==> src/rtl/row_column_mac.sv <==
// Sequential signed dot-product engine: one MAC per cycle over N captured elements, then
// round, rescale by FRAC and saturate into a registered result with a one-cycle strobe.
module row_column_mac #(
   parameter int unsigned N      = 8,
   parameter int unsigned DATA_W = 16,
   parameter int unsigned FRAC   = 8,
   parameter int unsigned OUT_W  = 16
) (
   input  logic                  clk,
   input  logic                  rst,
   input  logic                  validin,
   output logic                  ready,
   input  logic [N*DATA_W-1:0]   row,
   input  logic [N*DATA_W-1:0]   column,
   output logic [OUT_W-1:0]      out,
   output logic                  validity
);

   localparam int unsigned IdxW = (N > 1) ? $clog2(N) : 1;
   localparam int unsigned AccW = 2 * DATA_W + $clog2(N);
   localparam int unsigned RndW = AccW + 1;
   localparam int unsigned ProdW = 2 * DATA_W;

   typedef enum logic [0:0] {StIdle, StMac} state_e;

   state_e                state_q, state_d;
   logic [IdxW-1:0]       idx_q, idx_d;
   logic signed [AccW-1:0] acc_q, acc_d;
   logic [N*DATA_W-1:0]   row_q, row_d;
   logic [N*DATA_W-1:0]   col_q, col_d;
   logic [OUT_W-1:0]      out_q, out_d;
   logic                  validity_q, validity_d;

   logic signed [DATA_W-1:0] row_e [N];
   logic signed [DATA_W-1:0] col_e [N];
   logic signed [DATA_W-1:0] row_sel, col_sel;
   logic signed [ProdW-1:0]  prod;
   logic signed [AccW-1:0]   mac_sum;
   logic signed [RndW-1:0]   rnd_ext;
   logic signed [RndW-1:0]   rnd;
   logic [OUT_W-1:0]         sat_res;
   logic                     last_elem;

   for (genvar i = 0; i < N; i++) begin : g_unpack
      assign row_e[i] = row_q[i*DATA_W +: DATA_W];
      assign col_e[i] = col_q[i*DATA_W +: DATA_W];
   end

   assign row_sel   = row_e[idx_q];
   assign col_sel   = col_e[idx_q];
   assign prod      = row_sel * col_sel;
   assign mac_sum   = acc_q + AccW'(prod);
   assign rnd_ext   = RndW'(mac_sum);
   assign last_elem = (idx_q == IdxW'(N - 1));

   // Half-LSB bias before the arithmetic shift rounds ties toward +infinity.
   if (FRAC > 0) begin : g_round
      localparam logic signed [RndW-1:0] Half = RndW'(1) <<< (FRAC - 1);
      logic signed [RndW-1:0] rnd_sum;
      assign rnd_sum = rnd_ext + Half;
      assign rnd     = rnd_sum >>> FRAC;
   end else begin : g_no_round
      assign rnd = rnd_ext;
   end

   if (OUT_W < RndW) begin : g_sat
      localparam logic signed [RndW-1:0] SatMax =
         {{(RndW - OUT_W + 1){1'b0}}, {(OUT_W - 1){1'b1}}};
      localparam logic signed [RndW-1:0] SatMin = ~SatMax;
      always_comb begin
         sat_res = rnd[OUT_W-1:0];
         if (rnd > SatMax) begin
            sat_res = SatMax[OUT_W-1:0];
         end else if (rnd < SatMin) begin
            sat_res = SatMin[OUT_W-1:0];
         end
      end
   end else begin : g_no_sat
      assign sat_res = OUT_W'(rnd);
   end

   always_comb begin
      state_d    = state_q;
      idx_d      = idx_q;
      acc_d      = acc_q;
      row_d      = row_q;
      col_d      = col_q;
      out_d      = out_q;
      validity_d = 1'b0;
      unique case (state_q)
         StIdle: begin
            if (validin) begin
               row_d   = row;
               col_d   = column;
               idx_d   = '0;
               acc_d   = '0;
               state_d = StMac;
            end
         end
         StMac: begin
            acc_d = mac_sum;
            idx_d = idx_q + IdxW'(1);
            if (last_elem) begin
               out_d      = sat_res;
               validity_d = 1'b1;
               idx_d      = '0;
               state_d    = StIdle;
            end
         end
         default: state_d = StIdle;
      endcase
   end

   always_ff @(posedge clk or posedge rst) begin
      if (rst) begin
         state_q    <= StIdle;
         idx_q      <= '0;
         acc_q      <= '0;
         row_q      <= '0;
         col_q      <= '0;
         out_q      <= '0;
         validity_q <= 1'b0;
      end else begin
         state_q    <= state_d;
         idx_q      <= idx_d;
         acc_q      <= acc_d;
         row_q      <= row_d;
         col_q      <= col_d;
         out_q      <= out_d;
         validity_q <= validity_d;
      end
   end

   assign ready    = (state_q == StIdle);
   assign out      = out_q;
   assign validity = validity_q;

endmodule

==> config.mk <==
export PLATFORM = sky130hd
export DESIGN_NAME = row_column_mac
export DESIGN_NICKNAME = d
export VERILOG_FILES = /design/src/rtl/row_column_mac.sv
export SDC_FILE = /design/constraint.sdc
export NUM_CORES = 2
export LEC_CHECK = 0
export CAP_MARGIN = 20
export CORE_MARGIN = 5
export CORE_UTILIZATION = 60
export CTS_CLUSTER_SIZE = 20
export DETAILED_ROUTE_END_ITERATION = 16
export DONT_BUFFER_PORTS = 1
export GPL_ROUTABILITY_DRIVEN = 0
export HOLD_SLACK_MARGIN = 0.06
export PLACE_DENSITY = 0.76
export SYNTH_ARGS = -nofsm -noshare
export SYNTH_HDL_FRONTEND = slang
export SYNTH_SLANG_ARGS = --single-unit
==> constraint.sdc <==
create_clock -name clk -period 17.4 [get_ports clk]
set_clock_uncertainty 0.2 [all_clocks]
set_input_delay 3.48 -clock clk [delete_from_list [all_inputs] [get_ports clk]]
set_output_delay 3.48 -clock clk [all_outputs]
set_load 0.005 [all_outputs]
======== Yosys cells after proc, flatten, opt, wreduce, memory -nomap -nowiden ========
Index checks and enable logic that the tools add are counted.
storage, ports and cells
  bits of input ports ..................... 259
  output and inout bits ................... 18
  logic and storage cells ................. 38
  register bits after elaboration ......... 312
cells by class
  $mul .................................... 1
  add/sub/neg operators ................... 3
  muxes and demuxes ....................... 18
  $lt $le $gt $ge ......................... 3
  reductions and logical operators ........ 2
  bitwise gates (word level) .............. 2
  equality and inequality tests ........... 2
operators with widths
  kind                     count
  $bmux W16 S3             2
  $mux W16                 6
  $pmux W35 S2             1
  $add A35 B9 Y36 const B  1
  $add A35 B32 Y35         1
  $mux W35                 1
  $mul A16 B16 Y32         1
  $gt A28 B16 Y1 const B   1
  $lt A28 B16 Y1 const B   1
  $mux W3                  2
  $pmux W3 S2              1
  $ge A4 B4 Y1 const B     1
  $mux W1                  4
  $not A3 Y4               1
  $reduce_and A2 Y1        2
  $add A3 B1 Y3 const B    1
  $eq A3 B3 Y1 const B     1
  $ne A2 B2 Y1 const B     1
  $pmux W1 S2              1
  $not A1 Y1               1

======== Depth between registers and ports, before layout ========
  depth in word-level cells ............... 10
  mapped depth ............................ 35
  gate-level depth less buffers ........... 29

======== Worst setup path before layout ========
OpenSTA, ideal clock, no wires.
  path kind ............................... register to register
  start point ............................. register idx_q[0]
  end point ............................... register out_q[1], in the netlist out[1]
  path buffers ............................ 4
  stages on the path, launching flop included .. 31
  setup time .............................. 0.087 ns
  data required time ...................... 17.113 ns
  data arrival time ....................... 9.239 ns
  path slack .............................. 7.875 ns
  period minus slack after synthesis ...... 9.525 ns
  cells stage by stage .................... dfrtp_1 -> buf_2 -> buf_1 -> buf_1 -> mux4_2 -> mux2i_1 -> nor2_1 -> fa_1 -> inv_1 -> fa_1 -> fa_1 -> inv_1 -> fa_1 -> fa_1 -> inv_1 -> fa_1 -> inv_1 -> ha_1 -> buf_2 -> nand4_1 -> o221ai_1 -> a31oi_4 -> o41ai_4 -> a31oi_2 -> xnor2_1 -> or4_1 -> a211o_1 -> a2111oi_2 -> and4_1 -> nor2b_1 -> a211oi_2
between the ends
  word-level cells in the longest chain between the ends .. 10
  elaborated cells between the ends (all ways) .. 16
  classes of those cells .................. 2 x add/sub; 1 x mul; 2 x order compare; 1 x eq/ne; 8 x mux; 1 x bitwise; 1 x reduce/logical
ends and longest elaborated chain
  element                                           line    source
  start: declaration                                27      logic [IdxW-1:0] idx_q, idx_d;
  start signal: assignment                          125     idx_q <= idx_d;
  $not A3 Y4 (implied by the code)                  49, 50
  $bmux W16 S3, on equally long branches            49, 50
  $mux W16, on equally long branches (2 in series)  49, 50
  $mul A16 B16 Y32                                  51      assign prod = row_sel * col_sel;
  $add A35 B32 Y35                                  52      assign mac_sum = acc_q + AccW'(prod);
  $add A35 B9 Y36                                   60      assign rnd_sum = rnd_ext + Half;
  $lt A28 B16 Y1                                    74      end else if (rnd < SatMin) begin
  $mux W16                                          74
  $mux W16                                          72      if (rnd > SatMax) begin
  end signal: assignment                            129     out_q <= out_d;
  end: declaration                                  31      logic [OUT_W-1:0] out_q, out_d;
Parallel ways exist; a longest one is shown, timed or not. The select of a mux whose other input is x is not followed.
A chain may end at the register's enable or synchronous reset.

======== Final worst setup path ========
  start point ............................. register idx_q[0]
  end point ............................... register out_q[0], in the netlist out[0]
Same word-level chain as after synthesis.

==> flow_summary_export.csv <==
group,metric,value,unit
clock_network,clock-sinks,312,
setup_path,reg2reg_slack,6790,ps
global_routing,grt_start_max_net_pins,93,
drt,post_drt_wl_per_cell,22.3,um
drt,antenna_left,0,
floorplanning,rows,76,
clock_network,clock_latency,560,ps
worst_hold_path,whs_path_depth,1,
synthesis,synth_commonest_cells,"377 x inv_1, 312 x dfrtp_1, 310 x fa_1",
synthesis,syn_inst,2306,
timing,whs,300,ps
global_routing,antenna_found_initial,15,
placed_design,io_buffers,0,
floorplanning,fp.dieH,219,um
setup_path,crit_top_cell,"fa_1",
worst_hold_path,hold_start,"col_q[91]",
timing,max_freq,94.3,MHz
finish,fillCellCount,3183,
worst_hold_path,hold-path-endpoint,"col_q[91]",
floorplanning,boundaryPins,277,
setup_path,reg2reg_depth,28,
clock_network,numCtsBuffers,37,
setup_path,r2r-start,"idx_q[0]",
global_routing,grt_pass1_vias,19300,
drt,drt_iter0_markers,1463,
flow_run,maxCapViolCount,0,
synthesis,yosysSeqAreaShare,29.7,%
global_routing,grt-ovfl-total,0,
clock_network,htreeDepth,2,
timing,setup-violations-final,0,
run_status,status,"finished clean",
floorplanning,start_util,60.8,%
synthesis,yosysTopAreaCell,"dfrtp_1",
floorplanning,die_w,219,um
finish,seq_area,0.00782,mm2
floorplanning,dieArea,0.0480,mm2
timing,worst-slew-pin-transition,1180,ps
synthesis,synth-edff-count,0,
synthesis,synth_area_per_cell,11.4,um2
synthesis,synth_top_area_share,29.7,%
synthesis,syn_nets,2982,
setup_path,slowest_stage,"mux2i_1",
drt,route.detailed.drc,0,
placed_design,post-dp-hpwl,50100,um
finish,drive_gt1_share,21.0,%
timing,final_hold_viol_count,0,
clock_network,cts_hold_buffers,0,
timing,maxSlewHeadroom,19.0,%
synthesis,yosys.cell_types.count,81,
setup_path,startpoint_type,"flop",
timing,setup_ws,6790,ps
timing,slew_violations,0,
floorplanning,core,0.0432,mm2
drt,dr.pass1.iters,8,
setup_path,crit_type,"reg2reg",
clock_network,clk_pin_slew,60,ps
finish,multi_input_area,0.0166,mm2
placed_design,post-place-ws,6480,ps
clock_network,cts_setup_buffers,0,
drt,vias_per_cell,6.06,
finish,final_nets,2947,
setup_path,critPathArrivalTime,10820,ps
timing,rsz0062_at_grt,"no",
timing,layout_min_cycle_time,10610,ps
synthesis,yosys_warnings,0,
worst_hold_path,hp-class,"reg2reg",
drt,vias,17500,
drt,wirelength,64600,um
clock_network,cts.path.max_buffers,3,
timing,tns,0,ps
timing,period_share,61.0,%
global_routing,grt_pass1_wl,105000,um
clock_network,post_cts_resized,0,
setup_path,cp-end-kind,"flop",
setup_path,crit_path_max_incr_delay,940,ps
clock_network,cts_tree,"built",
synthesis,ys_async_sr_fraction,100,%
synthesis,synth.area.top_cells,"dfrtp_1 30%, fa_1 24%, mux2_2 12%, mux4_2 5.5%, inv_1 5.4%",
clock_network,cts_root_buffer,"clkbuf_16",
global_routing,grt_util_all_layers,28.0,%
synthesis,synthesis.area,0.0262,mm2
synthesis,synth_flop_cell,"dfrtp_1",
synthesis,synth_seq_cells,312,
setup_path,path_max_fanout,36,
setup_path,cp.required,17610,ps
setup_path,rr_endpoint,"out[0]",
finish,syn_to_final_growth,7.38,%
synthesis,synth.most_common_cell,"inv_1",
## registers in the layout (all words and copies together), names as in the netlist
signal and cells:
acc_q 35, col_q 128, idx_q 3, out 16, row_q 128, state_q 1
validity 1
## critical path, delay by kind of cell (launching register included)
kind                       cells  cell delay [ps]
buffers and inverters          6             1100
and+or+nand+nor                5             1310
muxes                          2             1580
AOI/OAI and AO/OA              8             1840
DFF                            1              850
adders and majority gates      7             3530
## cell type report
cell class | instances | area share [%]
Sequential cell | 312 | 27.7
Inverter | 377 | 5.05
Multi-Input combinational cell | 1518 | 59.0
Clock inverter | 22 | 1.10
Timing Repair Buffer | 25 | 0.808
Clock buffer | 46 | 3.66
Antenna cell | 10 | 0.0888
Tap cell | 585 | 2.60
## cells in the final DEF, fill, tap and decap left out, types with 4 or more instances in the layout
master	instances
nor2b_1	9
clkbuf_8	5
nor2_1	182
nor3_1	4
bufinv_16	5
o21ai_0	49
o22ai_2	10
a211oi_2	9
a31oi_1	8
mux2_2	279
a21oi_1	34
clkinvlp_4	4
a21o_1	15
mux2i_1	31
ha_1	107
inv_1	376
nand4_1	14
a211oi_1	9
o2111ai_1	4
buf_4	23
diode_2	10
or3_1	6
xor2_1	15
and2_1	10
and3_1	5
dfrtp_1	309
nand2_1	171
clkbuf_16	38
fa_1	310
o211ai_1	11
a31o_2	4
a22o_1	21
nand3_1	19
nand2b_1	8
mux4_2	64
o21bai_1	4
clkinv_2	7
a211o_1	4
xnor2_1	33
## routing by layer
layer	up-vias	GRT usage (%)	share of wire, %
met3	172	7.05	8.1
met2	724	47.3	51
met5	-	0	0.068
li1	7554	-	-
met4	8	10.1	3.7
met1	9089	35.5	37
## worst max path at each step
stage,from,to,cells after the start
after global placement,idx_q[0],out[0],27
final,idx_q[0],out[0],28
after CTS,idx_q[0],out[0],27
after detailed placement,idx_q[0],out[0],27
after global routing,idx_q[0],out[0],28
after floorplan,rst,acc_q[0],1
## per-stage QoR
step,utilization (%),area [um2],std cells
final,65.3,28200,2895
after global routing,65.3,28200,2893
after CTS,65.1,28100,2881
after detailed placement,62.0,26700,2813
after global placement,62.0,26700,2813
after floorplan,-,26200,2306
## kinds of logic after synthesis
family	synth area share [%]
buf+inv	6.99
simple gates	7.69
fa+ha+maj	28.7
mux	18.6
flops	29.7
compound gates	6.46
xor+xnor	1.73
Power is left out: the tool's default activity adds up to more than one toggle a clock period on the data nets, which glitch-free logic cannot reach.
